`src/rtl/pid_seq_pkg.sv`:
```
// rtl/pid_seq_pkg.sv - shared types and register map for the pid_simple Wishbone sequencer
package pid_seq_pkg;

    localparam int DATA_W = 32;
    localparam int ADR_W  = 16;

    localparam logic [ADR_W-1:0] ADR_KP = 16'h0000;
    localparam logic [ADR_W-1:0] ADR_KI = 16'h0004;
    localparam logic [ADR_W-1:0] ADR_KD = 16'h0008;
    localparam logic [ADR_W-1:0] ADR_SP = 16'h000C;
    localparam logic [ADR_W-1:0] ADR_FB = 16'h0010;

    typedef enum logic [2:0] {
        ST_IDLE,
        ST_CFG,
        ST_READY,
        ST_SAMP_WR,
        ST_WAIT_VALID,
        ST_ERR
    } state_t;

    function automatic logic [ADR_W-1:0] cfg_adr(input logic [1:0] idx);
        case (idx)
            2'd0:    return ADR_KP;
            2'd1:    return ADR_KI;
            2'd2:    return ADR_KD;
            default: return ADR_SP;
        endcase
    endfunction

endpackage

```
`src/rtl/pid_wb_sequencer_if.sv`:
```
// rtl/pid_wb_sequencer_if.sv - classic Wishbone write-only bus between sequencer and pid_simple
interface pid_wb_sequencer_if;
    import pid_seq_pkg::*;

    logic              cyc;
    logic              stb;
    logic              we;
    logic [ADR_W-1:0]  adr;
    logic [DATA_W-1:0] data;
    logic              ack;

    modport master (output cyc, stb, we, adr, data, input ack);
    modport slave  (input cyc, stb, we, adr, data, output ack);

endinterface

```
`src/rtl/wb_single_writer.sv`:
```
// rtl/wb_single_writer.sv - one-shot Wishbone single write with ack timeout
module wb_single_writer
    import pid_seq_pkg::*;
#(
    parameter int TIMEOUT = 255
) (
    input  logic               i_clk,
    input  logic               i_rst,
    input  logic               i_go,
    input  logic [ADR_W-1:0]   i_adr,
    input  logic [DATA_W-1:0]  i_data,
    output logic               o_done,
    output logic               o_timeout,
    pid_wb_sequencer_if.master wb
);

    localparam int CNT_W = $clog2(TIMEOUT + 1);

    logic              r_active;
    logic [CNT_W-1:0]  r_cnt;
    logic [ADR_W-1:0]  r_adr;
    logic [DATA_W-1:0] r_data;
    logic              w_hit;

    assign w_hit     = (r_cnt == CNT_W'(TIMEOUT));
    // Ack is only meaningful while our strobe is up; a stray ack is ignored.
    assign o_done    = r_active && wb.ack;
    assign o_timeout = r_active && !wb.ack && w_hit;

    assign wb.cyc  = r_active;
    assign wb.stb  = r_active;
    assign wb.we   = r_active;
    assign wb.adr  = r_adr;
    assign wb.data = r_data;

    always_ff @(posedge i_clk) begin
        if (i_rst) begin
            r_active <= 1'b0;
            r_cnt    <= '0;
            r_adr    <= '0;
            r_data   <= '0;
        end else if (!r_active) begin
            if (i_go) begin
                r_active <= 1'b1;
                r_cnt    <= '0;
                r_adr    <= i_adr;
                r_data   <= i_data;
            end
        end else if (wb.ack || w_hit) begin
            r_active <= 1'b0;
            r_adr    <= '0;
            r_data   <= '0;
        end else begin
            r_cnt <= r_cnt + 1'b1;
        end
    end

endmodule

```
`src/rtl/pid_wb_sequencer.sv`:
```
// rtl/pid_wb_sequencer.sv - configures pid_simple over Wishbone and runs feedback samples through it
module pid_wb_sequencer
    import pid_seq_pkg::*;
#(
    parameter int TIMEOUT = 255
) (
    input  logic               i_clk,
    input  logic               i_rst,
    input  logic               i_start,
    input  logic [DATA_W-1:0]  i_kp,
    input  logic [DATA_W-1:0]  i_ki,
    input  logic [DATA_W-1:0]  i_kd,
    input  logic [DATA_W-1:0]  i_sp,
    input  logic               i_sample_vld,
    input  logic [DATA_W-1:0]  i_sample,
    output logic               o_sample_rdy,
    pid_wb_sequencer_if.master wb,
    input  logic               i_pid_valid,
    input  logic [DATA_W-1:0]  i_pid_un,
    output logic [DATA_W-1:0]  o_u,
    output logic               o_u_vld,
    output logic               o_busy,
    output logic               o_cfg_done,
    output logic               o_err
);

    localparam int CNT_W = $clog2(TIMEOUT + 1);

    state_t            r_state;
    logic [1:0]        r_idx;
    logic              r_pending;
    logic [DATA_W-1:0] r_kp, r_ki, r_kd, r_sp;
    logic [CNT_W-1:0]  r_vcnt;
    logic [DATA_W-1:0] r_u;
    logic              r_u_vld, r_busy, r_cfg_done, r_err;

    logic              w_start_acc, w_sample_acc, w_go, w_done, w_to;
    logic [ADR_W-1:0]  w_adr;
    logic [DATA_W-1:0] w_data;

    assign w_start_acc  = i_start && (r_state == ST_IDLE || r_state == ST_READY || r_state == ST_ERR);
    assign w_sample_acc = (r_state == ST_READY) && !i_start && i_sample_vld;
    // r_pending fires the next CFG write in the idle cycle right after the previous ack.
    assign w_go         = w_start_acc || w_sample_acc || r_pending;

    always_comb begin
        w_adr = cfg_adr(r_idx);
        case (r_idx)
            2'd0:    w_data = r_kp;
            2'd1:    w_data = r_ki;
            2'd2:    w_data = r_kd;
            default: w_data = r_sp;
        endcase
        if (w_sample_acc) begin
            w_adr  = ADR_FB;
            w_data = i_sample;
        end
        if (w_start_acc) begin
            w_adr  = ADR_KP;
            w_data = i_kp;
        end
    end

    wb_single_writer #(.TIMEOUT(TIMEOUT)) u_writer (
        .i_clk     (i_clk),
        .i_rst     (i_rst),
        .i_go      (w_go),
        .i_adr     (w_adr),
        .i_data    (w_data),
        .o_done    (w_done),
        .o_timeout (w_to),
        .wb        (wb)
    );

    always_ff @(posedge i_clk) begin
        if (i_rst) begin
            r_state    <= ST_IDLE;
            r_idx      <= '0;
            r_pending  <= 1'b0;
            r_kp       <= '0;
            r_ki       <= '0;
            r_kd       <= '0;
            r_sp       <= '0;
            r_vcnt     <= '0;
            r_u        <= '0;
            r_u_vld    <= 1'b0;
            r_busy     <= 1'b0;
            r_cfg_done <= 1'b0;
            r_err      <= 1'b0;
        end else begin
            r_u_vld   <= 1'b0;
            r_pending <= 1'b0;
            case (r_state)
                ST_IDLE, ST_READY, ST_ERR: begin
                    if (w_start_acc) begin
                        r_state    <= ST_CFG;
                        r_kp       <= i_kp;
                        r_ki       <= i_ki;
                        r_kd       <= i_kd;
                        r_sp       <= i_sp;
                        r_idx      <= '0;
                        r_busy     <= 1'b1;
                        r_cfg_done <= 1'b0;
                        r_err      <= 1'b0;
                    end else if (w_sample_acc) begin
                        r_state <= ST_SAMP_WR;
                        r_busy  <= 1'b1;
                    end
                end
                ST_CFG: begin
                    if (w_to) begin
                        r_state <= ST_ERR;
                        r_err   <= 1'b1;
                        r_busy  <= 1'b0;
                    end else if (w_done) begin
                        if (r_idx == 2'd3) begin
                            r_state    <= ST_READY;
                            r_cfg_done <= 1'b1;
                            r_busy     <= 1'b0;
                        end else begin
                            r_idx     <= r_idx + 2'd1;
                            r_pending <= 1'b1;
                        end
                    end
                end
                ST_SAMP_WR: begin
                    if (w_to) begin
                        r_state <= ST_ERR;
                        r_err   <= 1'b1;
                        r_busy  <= 1'b0;
                    end else if (w_done) begin
                        r_state <= ST_WAIT_VALID;
                        r_vcnt  <= '0;
                    end
                end
                ST_WAIT_VALID: begin
                    if (i_pid_valid) begin
                        r_u     <= i_pid_un;
                        r_u_vld <= 1'b1;
                        r_state <= ST_READY;
                        r_busy  <= 1'b0;
                    end else if (r_vcnt == CNT_W'(TIMEOUT)) begin
                        r_state <= ST_ERR;
                        r_err   <= 1'b1;
                        r_busy  <= 1'b0;
                    end else begin
                        r_vcnt <= r_vcnt + 1'b1;
                    end
                end
                default: r_state <= ST_IDLE;
            endcase
        end
    end

    assign o_sample_rdy = (r_state == ST_READY) && !i_start;
    assign o_u          = r_u;
    assign o_u_vld      = r_u_vld;
    assign o_busy       = r_busy;
    assign o_cfg_done   = r_cfg_done;
    assign o_err        = r_err;

endmodule
```
`src/flat_wrapper.sv`:
```
// flat-port wrapper written by rule: the top's interface ports become plain ports
module pid_wb_sequencer_flat import pid_seq_pkg::*;
#(
    parameter int TIMEOUT = 255
)
  (i_clk, i_rst, i_start, i_kp, i_ki, i_kd, i_sp, i_sample_vld, i_sample, o_sample_rdy, i_pid_valid, i_pid_un, o_u, o_u_vld, o_busy, o_cfg_done, o_err, wb_cyc, wb_stb, wb_we, wb_adr, wb_data, wb_ack);
  pid_wb_sequencer_if wb_i ();
  input  logic i_clk;
  input  logic i_rst;
  input  logic i_start;
  input  logic [DATA_W-1:0] i_kp;
  input  logic [DATA_W-1:0] i_ki;
  input  logic [DATA_W-1:0] i_kd;
  input  logic [DATA_W-1:0] i_sp;
  input  logic i_sample_vld;
  input  logic [DATA_W-1:0] i_sample;
  output logic o_sample_rdy;
  input  logic i_pid_valid;
  input  logic [DATA_W-1:0] i_pid_un;
  output logic [DATA_W-1:0] o_u;
  output logic o_u_vld;
  output logic o_busy;
  output logic o_cfg_done;
  output logic o_err;
  output wire logic [$bits(wb_i.cyc)-1:0] wb_cyc;
  output wire logic [$bits(wb_i.stb)-1:0] wb_stb;
  output wire logic [$bits(wb_i.we)-1:0] wb_we;
  output wire logic [$bits(wb_i.adr)-1:0] wb_adr;
  output wire logic [$bits(wb_i.data)-1:0] wb_data;
  input wire logic [$bits(wb_i.ack)-1:0] wb_ack;
  assign wb_cyc = wb_i.cyc;
  assign wb_stb = wb_i.stb;
  assign wb_we = wb_i.we;
  assign wb_adr = wb_i.adr;
  assign wb_data = wb_i.data;
  assign wb_i.ack = wb_ack;
  pid_wb_sequencer #(.TIMEOUT(TIMEOUT)) u_core (.i_clk(i_clk), .i_rst(i_rst), .i_start(i_start), .i_kp(i_kp), .i_ki(i_ki), .i_kd(i_kd), .i_sp(i_sp), .i_sample_vld(i_sample_vld), .i_sample(i_sample), .o_sample_rdy(o_sample_rdy), .wb(wb_i), .i_pid_valid(i_pid_valid), .i_pid_un(i_pid_un), .o_u(o_u), .o_u_vld(o_u_vld), .o_busy(o_busy), .o_cfg_done(o_cfg_done), .o_err(o_err));
endmodule
```
`config.mk`:
```
export PLATFORM = sky130hd
export DESIGN_NAME = pid_wb_sequencer_flat
export DESIGN_NICKNAME = d
export VERILOG_FILES = /design/src/rtl/pid_seq_pkg.sv /design/src/rtl/pid_wb_sequencer_if.sv /design/src/rtl/wb_single_writer.sv /design/src/rtl/pid_wb_sequencer.sv /design/src/flat_wrapper.sv
export SDC_FILE = /design/constraint.sdc
export NUM_CORES = 1
export LEC_CHECK = 0
export ABC_AREA = 1
export BUFFER_PORTS_ARGS = -buffer_cell sky130_fd_sc_hd__buf_2
export CAP_MARGIN = 40
export CORE_MARGIN = 5
export CORE_UTILIZATION = 52
export DETAILED_ROUTE_END_ITERATION = 16
export HOLD_SLACK_MARGIN = 0.15
export MAX_ROUTING_LAYER = met4
export PLACE_DENSITY_LB_ADDON = 0.05
export SYNTH_ARGS = -nofsm -noshare
export SYNTH_HDL_FRONTEND = slang
export SYNTH_SLANG_ARGS = --single-unit
export TNS_END_PERCENT = 20
```
`constraint.sdc`:
```
create_clock -name i_clk -period 2.2 [get_ports i_clk]
set_input_delay 0.22 -clock i_clk [delete_from_list [all_inputs] [get_ports i_clk]]
set_output_delay 0.22 -clock i_clk [all_outputs]
set_load 0.005 [all_outputs]
```
# Word-level counts from Yosys, hierarchy flattened
# Cells that the tools add are included.
# classes
muxes,58
n_bitwise,3
n_eq_ne,29
reduce_logical,34
addsub,3
# op_table
op,n
$mux W32,5
$pmux W32 S3,1
$mux W8,7
$mux W16,3
$mux W3,9
$reduce_and A5 Y1,5
$mux W1,20
$ne A2 B2 Y1 const B,9
$add A8 B1 Y8 const B,2
$eq A8 B8 Y1 const B,2
$pmux W8 S2,1
$pmux W3 S4,1
$pmux W4 S3,1
$mux W5,2
$ne A2 B1 Y1 const B,5
$mux W2,4
$reduce_and A2 Y1,4
$eq A3 B2 Y1 const B,2
$eq A3 B3 Y1 const B,2
$logic_and A1 B1 Y1,6
$ne A3 B2 Y1 const B,2
$ne A3 B3 Y1 const B,2
$reduce_and A6 Y1,1
$reduce_bool A2 Y1,3
19 further kinds,28
# totals
ff_bits,235
inputBits,198
output_inout_bits,88
elab_cells,144

# Longest topological paths before layout
# Gate-level depths: netlist (run 1).
# depth
ltp_word,8
ltp_mapped,12

# Modules after synthesis
# A second synthesis (run 1) with hierarchy kept.
# hier_totals
hier_cells,1440
hier_area_um2,10486.3
# by_module_without_submodules
module,area_per_inst_um2,instances,seq_area_each_um2,cells_each
pid_wb_sequencer,7983.9,1,3563.4,1141
wb_single_writer,2502.4,1,1141.1,299

# Least setup slack after synthesis (run 1)
# No wires, ideal clock.
# synth_timing
path_type,reg2reg
startpoint,reg u_core.u_writer.r_cnt[0]
endpoint,reg u_core.u_writer.r_data[12] (netlist: u_core.u_writer.wb.data[12])
path_stages_with_launch,10
setup_slack_ns,0.607
path_buffers,1
setup_ns,0.132
arrival_ns,1.460
cell_sequence,dfxtp_1 -> ha_1 -> nand2_1 -> nor2_1 -> nand3_2 -> nand2_2 -> inv_2 -> clkbuf_1 -> nand3_1 -> a21oi_1
# synth_between
elab_chain_cells,4
# synth_rtl
item,line,source
"start, declared",wb_single_writer.sv:20,logic [CNT_W-1:0] r_cnt;
"start signal, assigned",wb_single_writer.sv:54,r_cnt <= r_cnt + 1'b1;
$eq A8 B8 Y1,wb_single_writer.sv:25,assign w_hit = (r_cnt == CNT_W'(TIMEOUT));
$logic_or A1 B1 Y1,wb_single_writer.sv:49,end else if (wb.ack || w_hit) begin
$ne A2 B1 Y1 (no line),--,
$reduce_and A2 Y1 (no line),--,
"end signal, assigned",wb_single_writer.sv:47,r_data <= i_data;
"end, declared",wb_single_writer.sv:22,logic [DATA_W-1:0] r_data;
# No other way between the ends.
# A chain may end at the register's enable or synchronous reset.

# Worst setup path in the final report (run 1)
# layout_timing
startpoint,reg u_core.r_state[1]
endpoint,reg u_core.u_writer.r_data[29] (netlist: u_core.u_writer.wb.data[29])
# layout_between
elab_chain_cells,8
word_cells_on_any_way,16
cone_classes,eq/ne (2); mux (4); reduce/logical (10)
# layout_rtl
item,line,source
"start, declared",pid_wb_sequencer.sv:29,state_t r_state;
"start signal, assigned",pid_wb_sequencer.sv:77,r_state <= ST_IDLE;
"start signal, assigned",pid_wb_sequencer.sv:96,r_state <= ST_CFG;
"start signal, assigned",pid_wb_sequencer.sv:106,r_state <= ST_SAMP_WR;
$eq A3 B2 Y1 / $logic_not A3 Y1 (equally long branches),"pid_wb_sequencer.sv:41, pid_wb_sequencer.sv:42",
$logic_or A1 B1 Y1 (2 in series),pid_wb_sequencer.sv:41,assign w_start_acc = i_start && (r_state == ST_IDLE || r_state == ST_READY || r_state == ST_ERR);
$logic_and A1 B1 Y1,pid_wb_sequencer.sv:41,
$logic_or A1 B1 Y1 (2 in series),pid_wb_sequencer.sv:44,assign w_go = w_start_acc || w_sample_acc || r_pending;
$reduce_bool A2 Y1 (no line),--,
$reduce_and A2 Y1 (no line),--,
# Several ways; a longest one is shown, not always the timed one. The select of a mux whose other input is x is not followed.

==> metrics, run 1 <==
Layout Skew=12.4 ps; total clock buffers created by CTS=24; CTS sink cnt=222; Layout area overhead=38.6%; vias per cell=5.33; CTS clock-pin slew for the worst setup and hold paths=60 ps; all-layer global routing usage=31.3%; vias in the first global route=10526; Tmin final=1960 ps; total gr overflow=0; number of synthesized flops with an enable pin=0; Synth Cell Area=10100 sq um; Hold Crit Class=in -> reg; Worst Path Buf+Inv=2; core outline area=18900 sq um; syn avg cell area=6.99 sq um; Pre-antenna DRT Iters=8; Worst-Margin Slew=636 ps; fin area=13900 sq um; hold_ws=166 ps; Cell Pwr Density=1110 nW/um^2; root buffer cell=clkbuf_16; adder-cell area share of the yosys netlist=0.746%; I/O Pins=286; CTS tree=built; die area=22200 sq um; Synth Flop Type=dfxtp_1; Max clock buf depth=3; Die Y=149 um; post-synthesis async set-or-reset flop share=0%; row count=50; number of post-CTS setup repair buffers=0; drt initial violations=822; Synth top cells by count=nor2_1, nand2_1, dfxtp_1; peak supply drop=0.000619 V; Worst EP arrival=2330 ps; data required time of the worst path=2570 ps; Wirelength per Cell=16.8 um; final setup fails=0; status=finished clean; simple-gate share of the synthesized area=31.9%; CP max stage delay=370 ps; CP startpoint kind=flip-flop; clock latency on the worst-skew pair=510 ps; most frequent cell after synthesis=nor2_1; crit path cell chain=inv_2 -> nor2_1 -> nand3_2 -> buf_4 -> o21ai_0 -> nor2_1 -> nand2_1 -> a21oi_1; r2r setup slk=240 ps; first-pass GRT wire length=55200 um; post-route antenna net violation count=0; CP most frequent cell=nor2_1; critical path peak fanout=20; share of layout cells above drive strength 1=20.2%; maximum achievable frequency=510 MHz; crit end category=flip-flop; max_cap viols=0; # port buffers=272; Synth Area in XOR/XNOR=0.435%; multiplexer share of the synthesized area=0%; pin count of the biggest net entering global routing=87; Largest delay share family, worst path=simple AND/OR/NAND/NOR gates; Final Wtd Congestion=1.00; RSZ-0062 raised after global routing=false; synth unique cells=34; Total Wirelength=35400 um; nets=2032; sequential share of the synthesized area=44.2%; post-synth top area cell=dfxtp_1; slowest CP cell=dfxtp_1; flops & latches, synth=222; Yosys Warn Count=0; DPL Wire Length=23000 um; H-tree levels=1; setup_tns=0 ps; Final Cycle Share=89.1%; WS Path Type=reg -> reg; Residual DRC=0; largest family of logic cells by synthesized area=simple AND/OR/NAND/NOR gates; initial core utilization=53.2%; fin. max-slew vios=0; synthesized instance count=1440; DP Area=11600 sq um; PostCTS Resize Cnt=0; top post-synthesis cells by area=dfxtp_1, nor2_1, nand2_1; leakage power=6.57 nW; post-synthesis compound-gate area fraction=15.1%; via count=11223; Hold Fails Final Rpt=0; die extent in x=149 um; initial antenna violation count=1; Slew HR=57.5%; top-area cell type share of the netlist area=44.2%
[logic make-up after synthesis]
logic type / after synthesis
AOI/OAI and AO/OA: 281
xor gates and xnor gates: 5
adders and majority gates: 6
buffers and inverters: 169
DFF: 222
other: 1
and+or+nand+nor: 756
[path summary, 6_finish.rpt]
path | from | endpoint | depth (start not counted)
setup / recovery | u_core.r_state[1] | u_core.u_writer.wb.data[29] | 8
hold / removal | i_sample[3] | u_core.u_writer.wb.data[3] | 5
setup reg to reg | u_core.r_state[1] | u_core.u_writer.wb.data[29] | 8
hold reg to reg | u_core.r_sp[20] | u_core.r_sp[20] | 2
[layout by cell type (no fill, tap or decap), drive strengths merged, types with 2 or more instances in the layout]
cell / n
nand4: 15
a21oi: 82
conb: 13
a31oi: 2
o21a: 2
o211a: 19
dfxtp: 222
nand3b: 33
or2: 15
nand3: 76
ha: 6
nor3: 8
o21ai: 173
nor2: 362
clkinv: 6
inv: 56
clkbuf: 35
nand2: 247
dlygate4sd3: 160
xor2: 4
o211ai: 2
buf: 302
[worst register-to-register path: stages (launching register included)]
cell	delay (ps)
dfxtp_1	370
inv_2	100
nor2_1	120
nand3_2	290
buf_4	330
o21ai_0	360
nor2_1	120
nand2_1	80
a21oi_1	60
[flip-flops by register name, indices dropped and copies added (netlist names)]
name and cells:
u_core.u_writer.r_cnt 8, u_core.u_writer.wb.data 32, u_core.o_cfg_done 1, u_core.u_writer.wb.cyc 1, u_core.o_busy 1, u_core.o_err 1
u_core.r_vcnt 8, u_core.r_idx 2, u_core.r_state 3, u_core.r_pending 1, u_core.r_kd 32, u_core.r_kp 32
u_core.r_ki 32, u_core.o_u 32, u_core.u_writer.wb.adr 3, u_core.r_sp 32, u_core.o_u_vld 1
[per-layer routing]
| layer | up-vias | global-route usage [%] | routed length [um] |
|---|---|---|---|
| li1 | 5416 | - | - |
| met1 | 5130 | 42.2 | 15100 |
| met2 | 567 | 47.9 | 16100 |
| met3 | 110 | 5.74 | 3030 |
| met4 | 0 | 10.4 | 1240 |
| met5 | - | - | 0 |
[what timing repair did]
item / in CTS / in global routing
endpoints found under the setup margin: 0 / 0
hold buffers: 160 / 0
hold endpoints to repair: 160 / 0
[stage by stage]
step	std cells	setup slack (ps)	total power, mW	utilization, %
CTS	2104	279	15.4	73.8
global route	2105	87.7	16.5	73.8
detailed placement	1902	289	11.2	61.2
floorplan	1452	607	9.37	-
global placement	1902	327	11.1	61.2
finish	2105	240	15.5	73.8
[power breakdown]
| group | leakage [nW] | switching (mW) | total [mW] | internal, mW |
|---|---|---|---|---|
| Combinational | 4.35 | 3.59 | 5.80 | 2.20 |
| Clock | 0.390 | 1.61 | 3.99 | 2.38 |
| Sequential | 1.83 | 0.626 | 5.75 | 5.12 |
| Total | 6.57 | 5.83 | 15.5 | 9.71 |
[cell type report]
cell class                      instances  area (sq um)
Sequential cell                       222          4440
Multi-Input combinational cell       1061          4890
Clock inverter                          7          62.6
Inverter                               57           219
Antenna cell                            1          2.50
Clock buffer                           35           723
Timing Repair Buffer                  462          3280
Tap cell                              260           325
Fill cell                            1480          4950
Power figures use the tool's default switching activity.
==> inputs of run 2 (changes only) <==
CORE_MARGIN = 4   (was 5)
==> run 2 against run 1 <==
Worst hold slack improved by 21 ps. Final cell count rose by 0.76%. Largest power group unchanged. Critical endpoint is now u_core.r_sp[19]. Largest cell class unchanged. Via count rose by 1.6%.
==> metrics, run 2 (synthesized netlist as in run 1, its figures left out) <==
status=finished clean; setup_tns=0 ps (unchanged); Total Wirelength=37200 um (+4.9%); met2 Usage GRT=52.7% (+4.8 points); crit path cell chain=inv_2 -> nand2_2 -> nand2_4 -> nand2_4 -> buf_6 -> o21ai_0 -> dlygate4sd3_1 -> a21oi_1; final setup fails=0 (unchanged); CTS tree=built; CP max stage delay=580 ps (+210 ps); R2R depth=8 (unchanged); maximum achievable frequency=486 MHz (-4.7%); Pre-antenna DRT Iters=7 (-1); crit end category=flip-flop; CP startpoint kind=flip-flop; share of layout cells above drive strength 1=20.1% (-0.034 points); first-pass GRT wire length=57700 um (+4.4%); CTS clock-pin slew for the worst setup and hold paths=60 ps (about the same); pre-CTS WS=347 ps (+58.0 ps); WS Path Type=reg -> reg; multi-input logic area=4890 sq um (unchanged); pin count of the biggest net entering global routing=72 (-17%); slowest CP cell=dlygate4sd3_1; RSZ-0062 raised after global routing=false; Hold Crit Class=in -> reg; Cell Pwr Density=1140 nW/um^2 (+2.0%); root buffer cell=clkbuf_16; post-route antenna net violation count=0 (unchanged); Hold Fails Final Rpt=0 (unchanged); all-layer global routing usage=33.7% (+2.4 points); H-tree levels=1 (unchanged); core outline area=18900 sq um (unchanged); # port buffers=272 (unchanged); critical path peak fanout=26 (+30%); total clock buffers created by CTS=25 (+4.2%); DP Area=11600 sq um (+0.35%); routing usage on met1=45.4% (+3.3 points); clock latency on the worst-skew pair=520 ps (about the same); initial antenna violation count=4 (+3); Final Wtd Congestion=0.941 (-6.4%); max_cap viols=0 (unchanged); vias in the first global route=10827 (+2.9%); post-layout util=74.9% (+1.0 points); vias per cell=5.38 (+0.86%); Worst-Margin Slew=585 ps (-51.3 ps); data required time of the worst path=2650 ps (+80 ps); Final Cycle Share=93.5% (+4.4 points); Die Y=147 um (-1.3%); fin. max-slew vios=0 (unchanged); busiest grt layer=met2; Slew HR=61.0% (+3.4 points); initial core utilization=53.2% (unchanged); drt initial violations=987 (+20%); Storage cell area=4440 sq um (unchanged); commonest non-fill, non-tap cell in the layout=nor2_1; fin area=14100 sq um (+1.4%); final worst slack=143 ps (-97.6 ps); Layout Skew=14.2 ps (+1.80 ps); peak supply drop=0.000670 V (+8.4%); number of post-CTS setup repair buffers=0 (unchanged); total gr overflow=0 (unchanged); via count=11405 (+1.6%); nets=2043 (+0.54%); Worst EP arrival=2510 ps (+180 ps); Residual DRC=0 (unchanged); Wirelength per Cell=17.5 um (+4.1%); GR Util met3=5.24% (-0.50 points); row count=50 (unchanged); leakage power=6.64 nW (+1.1%); Tmin final=2060 ps (+97.6 ps); most frequent cells in the layout=nor2_1, buf_2, nand2_1, dfxtp_1, o21ai_0; die extent in x=147 um (-1.3%); DPL Wire Length=23500 um (+2.0%); die area=21600 sq um (-2.7%); Max clock buf depth=3 (unchanged); Layout area overhead=40.6%; I/O Pins=286 (unchanged); Min-Delay Path Depth=5 (unchanged); CTS sink cnt=222 (unchanged); CP most frequent cell=nand2_4; Layout fillers=1445 (-2.4%)
[run 2: changes by cell type in the layout (fill, tap and decap cells not counted), sizes merged]
cell and delta:
clkbuf +3, diode +3, dlygate4sd3 +8, bufinv +2, inv +1, clkinv -3, buf +2
[run 2: per-stage QoR]
step / power (mW) / std cells / hold slack (ps)
floorplan: 9.37 / 1452 / 355
global placement: 11.3 / 1904 / 439
detailed placement: 11.4 / 1904 / 442
CTS: 15.9 / 2117 / 161
global route: 17.0 / 2121 / 202
finish: 16.1 / 2121 / 187
[run 2: final timing paths]
path                                                   end         startpoint  slack [ps]
worst max-delay path                       u_core.r_sp[19]  u_core.r_state[2]         140
worst min register to register             u_core.r_sp[20]    u_core.r_sp[20]         450
worst max register to register             u_core.r_sp[19]  u_core.r_state[2]         140
worst min-delay path            u_core.u_writer.wb.data[1]        i_sample[1]         190
[run 2: final cells by class]
cell class,count,share of cell area [%]
Multi-Input combinational cell,1061,34.6
Sequential cell,222,31.4
Timing Repair Buffer,472,24.0
Clock buffer,38,5.19
Tap cell,260,2.30
Inverter,57,1.55
Clock inverter,7,0.823
Antenna cell,4,0.0708
[run 2: power by group]
| part | internal, mW | switching, mW |
|---|---|---|
| clock | 2.65 | 1.64 |
| combinational | 2.28 | 3.78 |
| sequential | 5.12 | 0.608 |
| total | 10.0 | 6.03 |
[run 2: repair_timing]
action,4_1_cts,5_1_grt
gates resized for setup,0,1
hold buffers,168,0
endpoints found under the hold margin,176,0
endpoints found under the setup margin,0,5
[run 2: critical path: cells and delay by family (launching register included)]
kind / cells / cell delay, ps
buf+inv: 3 / 900
flops: 1 / 470
simple gates: 3 / 400
compound gates: 2 / 210
[run 2: layer usage]
| layer | part of all wire (%) | vias up |
|---|---|---|
| met4 | 3.0 | 0 |
| li1 | - | 5440 |
| met3 | 8.6 | 105 |
| met2 | 46 | 627 |
| met5 | 0 | - |
| met1 | 43 | 5233 |
==> inputs of run 3 (changes only) <==
PLACE_DENSITY = 0.9   (was default)
PLACE_DENSITY_LB_ADDON = default   (was 0.05)
==> run 3 against run 2 <==
Via count is 2.7% higher. Total power is 1.4% lower. Core utilization down 0.58 points. Clock-buffer cell count decreased by 5. Final cell count is 0.57% lower. Fmax grew 5.2%. Critical path depth is 1 higher. Non-clock buffer count decreased by 6. Clock skew down 6.2 ps. Clock power down 3%. Critical endpoint is now u_core.r_state[0].
==> metrics, run 3 (synthesized netlist as in run 1, its figures left out) <==
status=finished clean; Layout fillers=1368 (-5.3%); Slew HR=59.4% (-1.5 points); max_cap viols=0 (unchanged); drt initial violations=1264 (+28%); maximum achievable frequency=511 MHz (+5.2%); WS Path Type=reg -> reg; final setup fails=0 (unchanged); via count=11718 (+2.7%); most frequent cells in the layout=nor2_1, buf_2, nand2_1, dfxtp_1, o21ai_0; row count=50 (unchanged); Wirelength per Cell=18.3 um (+4.2%); Sequential Power Share=36.3% (+0.7 points); CTS tree=built; first-pass GRT wire length=60100 um (+4.2%); P_sw=6.07 mW (+0.66%); Layout area overhead=39.5%; Clk network pwr share=26.3% (-0.4 points); total clock buffers created by CTS=24 (-4.0%); peak supply drop=0.000827 V (+23%); all-layer global routing usage=35.2% (+1.5 points); Tmin final=1960 ps (-101 ps); met2 WL=17700 um (+4.2%); commonest non-fill, non-tap cell in the layout=nor2_1; critical path peak fanout=36 (+38%); Residual DRC=0 (unchanged); core outline area=18900 sq um (unchanged); fin. max-slew vios=0 (unchanged); Top Metal Used=met4; metal1 wirelength=14700 um (-7.1%); Pre-antenna DRT Iters=8 (+1); nets=2036 (-0.34%); vias in the first global route=11520 (+6.4%); CTS clock-pin slew for the worst setup and hold paths=60 ps (about the same); DP Cell Count=1899 (-0.26%); fin cells=2109 (-0.57%); Final Wtd Congestion=0.972 (+3.4%); Comb pwr share=37.4% (-0.3 points); Final Cycle Share=88.9% (-4.6 points); # port buffers=272 (unchanged); initial antenna violation count=0 (-4); setup_tns=0 ps (unchanged); Worst-Margin Slew=607 ps (+22.8 ps); DPL Wire Length=24700 um (+5.2%); vias per cell=5.56 (+3.3%); root buffer cell=clkbuf_16; Layout Skew=7.99 ps (-6.22 ps); pin count of the biggest net entering global routing=90 (+25%); Cell Pwr Density=1130 nW/um^2 (-0.59%); RSZ-0062 raised after global routing=false; CP startpoint kind=flip-flop; total gr overflow=0 (unchanged); leakage power=6.59 nW (-0.83%); Die Y=147 um (unchanged); clock latency on the worst-skew pair=530 ps (about the same); die extent in x=147 um (unchanged); Int Power=9.79 mW (-2.6%); post-route antenna net violation count=0 (unchanged); r2r setup slk=240 ps (+100 ps); H-tree levels=1 (unchanged); initial core utilization=53.2% (unchanged); share of layout cells above drive strength 1=19.9% (-0.24 points); WL met3=4020 um (+26%); Hold Crit Class=in -> reg; CTS sink cnt=222 (unchanged); ANT cells=0 (-4); number of post-CTS setup repair buffers=0 (unchanged); Max clock buf depth=3 (unchanged); Net Sw Frac=38.3% (+0.77 points); crit end category=flip-flop; I/O Pins=286 (unchanged); Hold Fails Final Rpt=0 (unchanged); Total Wirelength=38500 um (+3.6%); die area=21600 sq um (unchanged); Worst EP arrival=2370 ps (-140 ps); data required time of the worst path=2610 ps (-40 ps)
[run 3: power groups by stage]
| stage | sequential [mW] | clock, mW | combinational, mW |
|---|---|---|---|
| CTS | 5.69 | 4.17 | 5.72 |
| global placement | 5.73 | 0 | 5.34 |
| floorplan | 5.67 | 0 | 3.70 |
| global route | 5.84 | 4.34 | 6.54 |
| finish | 5.75 | 4.17 | 5.93 |
| detailed placement | 5.77 | 0 | 5.44 |
[run 3: timing repair]
| item | 4_1_cts | 5_1_grt |
|---|---|---|
| gates resized for setup | 0 | 0 |
| endpoints found under the hold margin | 168 | 0 |
| hold buffers | 167 | 0 |
[run 3: worst max-delay path, cell delays in order, from the launching register on]
cell and delay [ps]:
dfxtp_1 390, ha_1 210, buf_4 410, nor3_1 130, nand2_1 180, inv_1 60, nor2_1 170, nand2_1 130
nor2_1 110, nor2_1 60
[run 3: path summary, 6_finish.rpt]
check | from | endpoint | depth (start not counted)
max | u_core.r_idx[0] | u_core.r_state[0] | 9
min reg2reg | u_core.r_sp[30] | u_core.r_sp[30] | 2
min | i_sample[27] | u_core.u_writer.wb.data[27] | 5
max reg2reg | u_core.r_idx[0] | u_core.r_state[0] | 9
[run 3: per-stage QoR]
step	setup WS (ps)	power, mW	util, %	instance area [sq um]	hold WS [ps]
after floorplan	607	9.37	-	10100	355
after global placement	346	11.1	61.0	11500	436
after detailed placement	315	11.2	61.1	11500	444
after CTS	291	15.6	74.3	14000	154
after global routing	92.9	16.7	74.3	14000	199
final	244	15.9	74.3	14000	161
[run 3: layout make-up]
class | instances | area [sq um] | area share (%)
clock buffer | 33 | 664 | 4.73
clock inverter | 10 | 155 | 1.11
inverter | 57 | 219 | 1.56
multi-input combinational | 1061 | 4890 | 34.9
sequential | 222 | 4440 | 31.7
tap | 260 | 325 | 2.32
timing repair buffer | 466 | 3330 | 23.7
[run 3: layer usage]
metal	up-vias	GRT usage (%)
li1	5423	-
met1	5321	43.5
met2	815	55.6
met3	159	7.43
met4	0	16.1
met5	-	-
